===== src/rtl/fifo_wr_ctrl.sv =====
// Write-side pointer and flag controller of the asynchronous FIFO.
// Owns the binary/Gray write pointer and derives full, almost-full, level and overflow.
module fifo_wr_ctrl #(
    parameter int ADDR_WIDTH     = 4,
    parameter int ALMOST_FULL_TH = 12
) (
    input  logic                  i_clk,
    input  logic                  i_rst_n,
    input  logic                  i_wr_en,
    input  logic [ADDR_WIDTH:0]   i_rd_ptr_gray_sync,
    input  logic                  i_clr_overflow,
    output logic                  o_mem_wr_en,
    output logic [ADDR_WIDTH-1:0] o_wr_addr,
    output logic [ADDR_WIDTH:0]   o_wr_ptr_gray,
    output logic                  o_full,
    output logic                  o_almost_full,
    output logic [ADDR_WIDTH:0]   o_wr_level,
    output logic                  o_overflow
);

    localparam int PW = ADDR_WIDTH + 1;
    localparam logic [PW-1:0] AF_TH = PW'(ALMOST_FULL_TH);

    logic [PW-1:0] wbin_reg;
    logic [PW-1:0] wbin_next;
    logic [PW-1:0] wgray_reg;
    logic [PW-1:0] wgray_next;
    logic [PW-1:0] level_reg;
    logic [PW-1:0] level_next;
    logic [PW-1:0] rbin;
    logic [PW-1:0] full_cmp;
    logic          full_reg;
    logic          full_next;
    logic          af_reg;
    logic          af_next;
    logic          ovf_reg;
    logic          ovf_next;
    logic          accept;

    // Each binary bit is the XOR of all Gray bits from the MSB down to it;
    // written as independent reductions so there is no ripple chain.
    generate
        for (genvar gi = 0; gi < PW; gi++) begin : g_gray2bin
            assign rbin[gi] = ^i_rd_ptr_gray_sync[PW-1:gi];
        end
    endgenerate

    // Write pointer one lap ahead of the read pointer: top two Gray bits inverted.
    assign full_cmp = {~i_rd_ptr_gray_sync[PW-1],
                       ~i_rd_ptr_gray_sync[PW-2],
                        i_rd_ptr_gray_sync[PW-3:0]};

    always_comb begin
        accept     = i_wr_en & ~full_reg;
        wbin_next  = wbin_reg + {{(PW-1){1'b0}}, accept};
        wgray_next = wbin_next ^ (wbin_next >> 1);
        full_next  = (wgray_next == full_cmp);
        level_next = wbin_next - rbin;
        af_next    = (level_next >= AF_TH);
        ovf_next   = ovf_reg;
        if (i_clr_overflow) begin
            ovf_next = 1'b0;
        end
        // A rejected write on the same edge as a clear still leaves the flag set.
        if (i_wr_en & full_reg) begin
            ovf_next = 1'b1;
        end
    end

    always_ff @(posedge i_clk or negedge i_rst_n) begin
        if (!i_rst_n) begin
            wbin_reg  <= '0;
            wgray_reg <= '0;
            level_reg <= '0;
            full_reg  <= 1'b0;
            af_reg    <= 1'b0;
            ovf_reg   <= 1'b0;
        end else begin
            wbin_reg  <= wbin_next;
            wgray_reg <= wgray_next;
            level_reg <= level_next;
            full_reg  <= full_next;
            af_reg    <= af_next;
            ovf_reg   <= ovf_next;
        end
    end

    assign o_mem_wr_en   = accept;
    assign o_wr_addr     = wbin_reg[ADDR_WIDTH-1:0];
    assign o_wr_ptr_gray = wgray_reg;
    assign o_full        = full_reg;
    assign o_almost_full = af_reg;
    assign o_wr_level    = level_reg;
    assign o_overflow    = ovf_reg;

endmodule


===== config.mk =====
export PLATFORM = sky130hd
export DESIGN_NAME = fifo_wr_ctrl
export DESIGN_NICKNAME = d
export VERILOG_FILES = /design/src/rtl/fifo_wr_ctrl.sv
export SDC_FILE = /design/constraint.sdc
export NUM_CORES = 1
export LEC_CHECK = 0
export ABC_CLOCK_PERIOD_IN_PS = 3600
export CORE_MARGIN = 2
export CORE_UTILIZATION = 35
export DETAILED_ROUTE_END_ITERATION = 8
export PLACE_DENSITY = 0.59
export SLEW_MARGIN = 40
export SYNTH_ARGS = -nofsm -noshare
export SYNTH_HDL_FRONTEND = slang
export SYNTH_SLANG_ARGS = --single-unit

===== constraint.sdc =====
create_clock -name i_clk -period 3.6 [get_ports i_clk]
set_clock_uncertainty 0.2 [all_clocks]
set_input_delay 0.54 -clock i_clk [delete_from_list [all_inputs] [get_ports i_clk]]
set_output_delay 0.54 -clock i_clk [all_outputs]
set_load 0.02 [all_outputs]

# ---- Yosys cells after proc, flatten, opt, wreduce, memory -nomap -nowiden
# Index checks and enable logic that the tools add are counted.
dict set report totals {
  ff_bits 18
  latch_bits 0
  mem_bits_rw 0
  romBits 0
  in_bits 9
  out_inout_bits 18
  wordCells 23
  memories 0
}
dict set report op_classes {
  addsub 2
  n_mul 0
  div 0
  n_lt_le_gt_ge 1
  eq_ne 1
  shift 0
  n_mux 2
  n_bitwise 6
  reduce_logical 5
}
# cell n
set ops {}
lappend ops {{adder 5 x 1 -> 5 bit} 1}
lappend ops {{equality test 5 bit} 1}
lappend ops {{greater-or-equal comparator 5 x 4 -> 1 bit (second input constant)} 1}
lappend ops {{parity 5 bit} 1}
lappend ops {{subtractor 5 bit} 1}
lappend ops {{bitwise XOR 5 x 4 -> 5 bit} 1}
lappend ops {{parity 4 bit} 1}
lappend ops {{NOT 1 bit} 3}
lappend ops {{parity 3 bit} 1}
lappend ops {{AND 1 bit} 2}
lappend ops {{2-to-1 mux 1 bit} 2}
lappend ops {{nonzero test 2 bit} 1}
lappend ops {{parity 2 bit} 1}

# ---- Depth between registers and ports, before layout
dict set report logic_depth {
  word_depth 5
  ltp_mapped 10
  depth_no_buf 10
}

# ---- Least setup slack after synthesis
# No wires, ideal clock.
dict set report synth_timing {
  kind {input -> register}
  from {input i_rd_ptr_gray_sync[2]}
  to {register af_reg, in the netlist o_almost_full}
  setup_ns 0.126
  t_arrival_ns 2.878
  required_time_ns 3.274
  path_slack_ns 0.396
  path_stages 10
  n_path_buf 0
  cell_sequence {xnor3_2 -> xor2_1 -> xnor2_1 -> ha_1 -> inv_1 -> fa_1 -> maj3_2 -> a21oi_2 -> xnor2_1 -> a311o_1}
}
dict set report synth_between {
  elab_chain_cells 3
  elab_cells_between_ends 5
  classes_between {1 x add/sub; 1 x order compare; 3 x reduce/logical}
}
# element line_no
set synth_lines {}
lappend synth_lines {{from (decl)} 10} ;# input logic [ADDR_WIDTH:0] i_rd_ptr_gray_sync,
lappend synth_lines {{parity 5 bit (tied with other cells)} 44} ;# assign rbin[gi] = ^i_rd_ptr_gray_sync[PW-1:gi];
lappend synth_lines {{subtractor 5 bit (*)} 58} ;# level_next = wbin_next - rbin;
lappend synth_lines {{via level_next[4]} 29} ;# logic [PW-1:0] level_next;
lappend synth_lines {{greater-or-equal comparator 5 x 4 -> 1 bit (*)} 59} ;# af_next = (level_next >= AF_TH);
lappend synth_lines {{via af_next} 35} ;# logic af_next;
lappend synth_lines {{to (signal assigned)} 83} ;# af_reg <= af_next;
lappend synth_lines {{to (decl)} 34} ;# logic af_reg;
# Mark *: on every way through the listed nets, which the timed path passes. The rest lies on a longest branch.
# A chain may end at the register's enable or synchronous reset.

# ---- Worst setup path in the final report
# Ends and elaborated chain as after synthesis.

==> impl_metrics.ini <==
[cells_and_area]
layout.cells.non_filler = 140
drive_gt1_share_pct = 18.2
nNetsFinal = 125
final_cell_area_um2 = 1280
diodes = 0
syn_to_final_growth_pct = 45.1

[critical_path]
slowest_stage = clkdlybuf4s50_1
path_class = primary input to flip-flop
crit_chain = clkdlybuf4s50_1 -> xnor3_2 -> xor2_1 -> xnor2_1 -> ha_1 -> inv_1 -> fa_1 -> maj3_2 -> a21oi_2 -> xnor2_1 -> a311o_1
critPathMaxStageDelay_ps = 480
cp.buffers_inverters = 2
critical_path.max_fanout = 2
end_kind = flip-flop
arrival_ps = 3350
r2r-start = o_full
crit_start = i_rd_ptr_gray_sync[2]
cp_top_family = XOR/XNOR gates
critPathMostFrequentCell = xnor2_1
start_kind = primary input
worstPathRequired_ps = 3580

[sta]
slew_viol_final = 0
fin_crit_ps = 3370
relSlewSlack_pct = 72.4
hold_viol_final = 0
period_share_pct = 93.6
worst-slew-pin-transition_ps = 413
fmax_mhz = 297
setup_viol_count_final = 0
grt_setup_unrepaired = false
fin_ws_ps = 230

[drt]
drt_iter0_drc = 5
ant_nets = 0
wirelength_mm = 1.65
vias = 641
first_pass_iters = 3
drc = 0
wl_per_cell_um = 11.8
vias_per_cell = 4.58

[die]
io_pins = 27
rows = 18
initial_utilization_pct = 36.3
die_x_um = 54.2
dieHeight_um = 54.2
die-area_um2 = 2940
core-area_um2 = 2430

[power_and_ir_drop]
leakage_nw = 0.561
power_frac_clock_pct = 7.4
p_switching_w = 0.000564
pwr_density_cell_nw_per_um2 = 1060
p_int_w = 0.000790
power.total_w = 0.00135
vdd_ir_drop_max_uv = 534
p_seq_share_pct = 25.5
switching_share_pct = 41.7
combPwrFrac_pct = 67.1

[clocking]
cts_root_buffer = clkbuf_4
cts_tree = done
cts.clk_slew.worst_paths_ps = 100
h-tree-depth = 1
numClockSinks = 17
clock_latency_ps = 280
numCtsBuffers = 3
cts_buffer_depth = 2

[run]
cap_violations = 0

[worst_hold_path]
min_from = o_overflow
hp-class = flip-flop to flip-flop

[place]
dp_hpwl_mm = 1.32
place_inst = 135
post_dp_cell_area_um2 = 1250
dp_slack_ps = -89.7
portBuffers = 26
gp_congestion = 0.682

[yosys]
yosys.area.top_type = dfrtp_1
syn_inst = 70
synth_xor_area_share_pct = 26.5
yosysWarnings = 0
synth.distinct_cells = 25
synthAdderAreaFrac_pct = 9.22
synth_top_family_by_area = XOR/XNOR gates
ys_ff_latch = 17
yosys.area_share.simple_pct = 8.51
synthTopCellsByArea = dfrtp_1 (48%), xor2_1 (11%), xnor2_1 (7.9%), ha_1 (5.7%), xor2_4 (3.1%)
yosys.area.top_type_share_pct = 48.2
synth_area_per_cell_um2 = 12.6
synth_compound_area_share_pct = 5.39
synth-seq-area-share_pct = 48.2
syn_area_um2 = 882
synth.area.mux_share_pct = 0
synth_fp_nets = 84

[global_routing]
grt_pass1_wl_mm = 2.66
grt_pass1_vias = 636
grt_max_degree = 18
grt_use_total_pct = 12.8
overflow = 0
antenna_found_initial = 0

[outcome]
status = completed
[Yosys cell counts]
cell type and instances:
dfrtp_1 17, xor2_1 11, xnor2_1 8, inv_1 5
ha_1 4, nand3_1 3, nand2_1 2, o21ai_0 2
or3_1 2, a21oi_1 1, a21oi_2 1, a221oi_1 1
a311o_1 1, and2_1 1, and3b_1 1, fa_1 1
maj3_2 1, nand2b_2 1, nand4_1 1, nor2_1 1
nor2b_1 1, o21ai_1 1, xnor2_2 1, xnor3_2 1
xor2_4 1
[worst paths after layout]
kind / to / slack (ps) / cells after the start
worst min register to register: o_overflow / 340 / 2
worst min-delay path: o_overflow / 340 / 2
worst max-delay path: o_almost_full / 230 / 11
worst max register to register: o_almost_full / 830 / 9
max in group asynchronous: o_wr_ptr_gray[3] / 2410 / 2
min in group asynchronous: wbin_reg[0] / 510 / 2
[cells by family (layout without fill, tap and decap cells)]
kind of cell,after synthesis,after routing
adders and majority gates,6,6
buffers and inverters,5,45
DFF,17,17
AOI/OAI and AO/OA,7,7
and+or+nand+nor,13,13
xor gates and xnor gates,22,22
[power groups by stage]
stage | logic, W | clock network, W | registers (W)
after floorplan | 0.000441 | 0 | 0.000469
after detailed placement | 0.000917 | 0 | 0.000352
after CTS | 0.000923 | 0.000105 | 0.000348
after global placement | 0.000906 | 0 | 0.000351
final | 0.000908 | 0.000101 | 0.000345
after global routing | 0.00100 | 0.000114 | 0.000357
[worst min-delay path, delay by kind of cell, from the launching register on]
family	cells	cell delay, ps
DFF	1	390
AOI/OAI and AO/OA	1	70
buffers and inverters	1	50
[cells in the final DEF, fill, tap and decap left out, drive strengths merged, types with 3 or more instances in the layout]
cell,instances
clkdlybuf4s50,25
dfrtp,17
xor2,12
buf,10
xnor2,9
inv,5
ha,4
nand3,3
clkbuf,3
o21ai,3
[cell type report]
| type | count | area (µm²) |
|---|---|---|
| clock buffer | 3 | 22.5 |
| clock inverter | 1 | 5.00 |
| fill | 238 | 1150 |
| inverter | 5 | 18.8 |
| multi-input combinational | 48 | 438 |
| sequential | 17 | 425 |
| tap | 30 | 37.5 |
| timing repair buffer | 36 | 333 |
[timing repair]
action                                 in CTS  in global routing
resized for setup                           0                  0
endpoints found under the hold margin       0                 17
hold buffers                                0                  1
buffers inserted                            0                  0
[stage by stage]
| stage | setup TNS (ps) | hold slack [ps] | utilization [%] |
|---|---|---|---|
| 5_1_grt | 0 | 389 | 52.6 |
| 4_1_cts | 0 | 345 | 52.4 |
| 3_3_place_gp | -43.1 | 316 | 51.3 |
| 2_1_floorplan | 0 | 44.4 | - |
| 6_report | 0 | 336 | 52.6 |
| 3_5_place_dp | -89.7 | 327 | 51.3 |
[metal layers]
| layer | track usage, % | share of wire (%) |
|---|---|---|
| met1 | 14.9 | 43 |
| met2 | 22.9 | 50 |
| met3 | 3.06 | 7.2 |
| met4 | 3.75 | 0 |
| met5 | 0 | 0 |
Note: power is estimated with default switching activity, not from simulation.
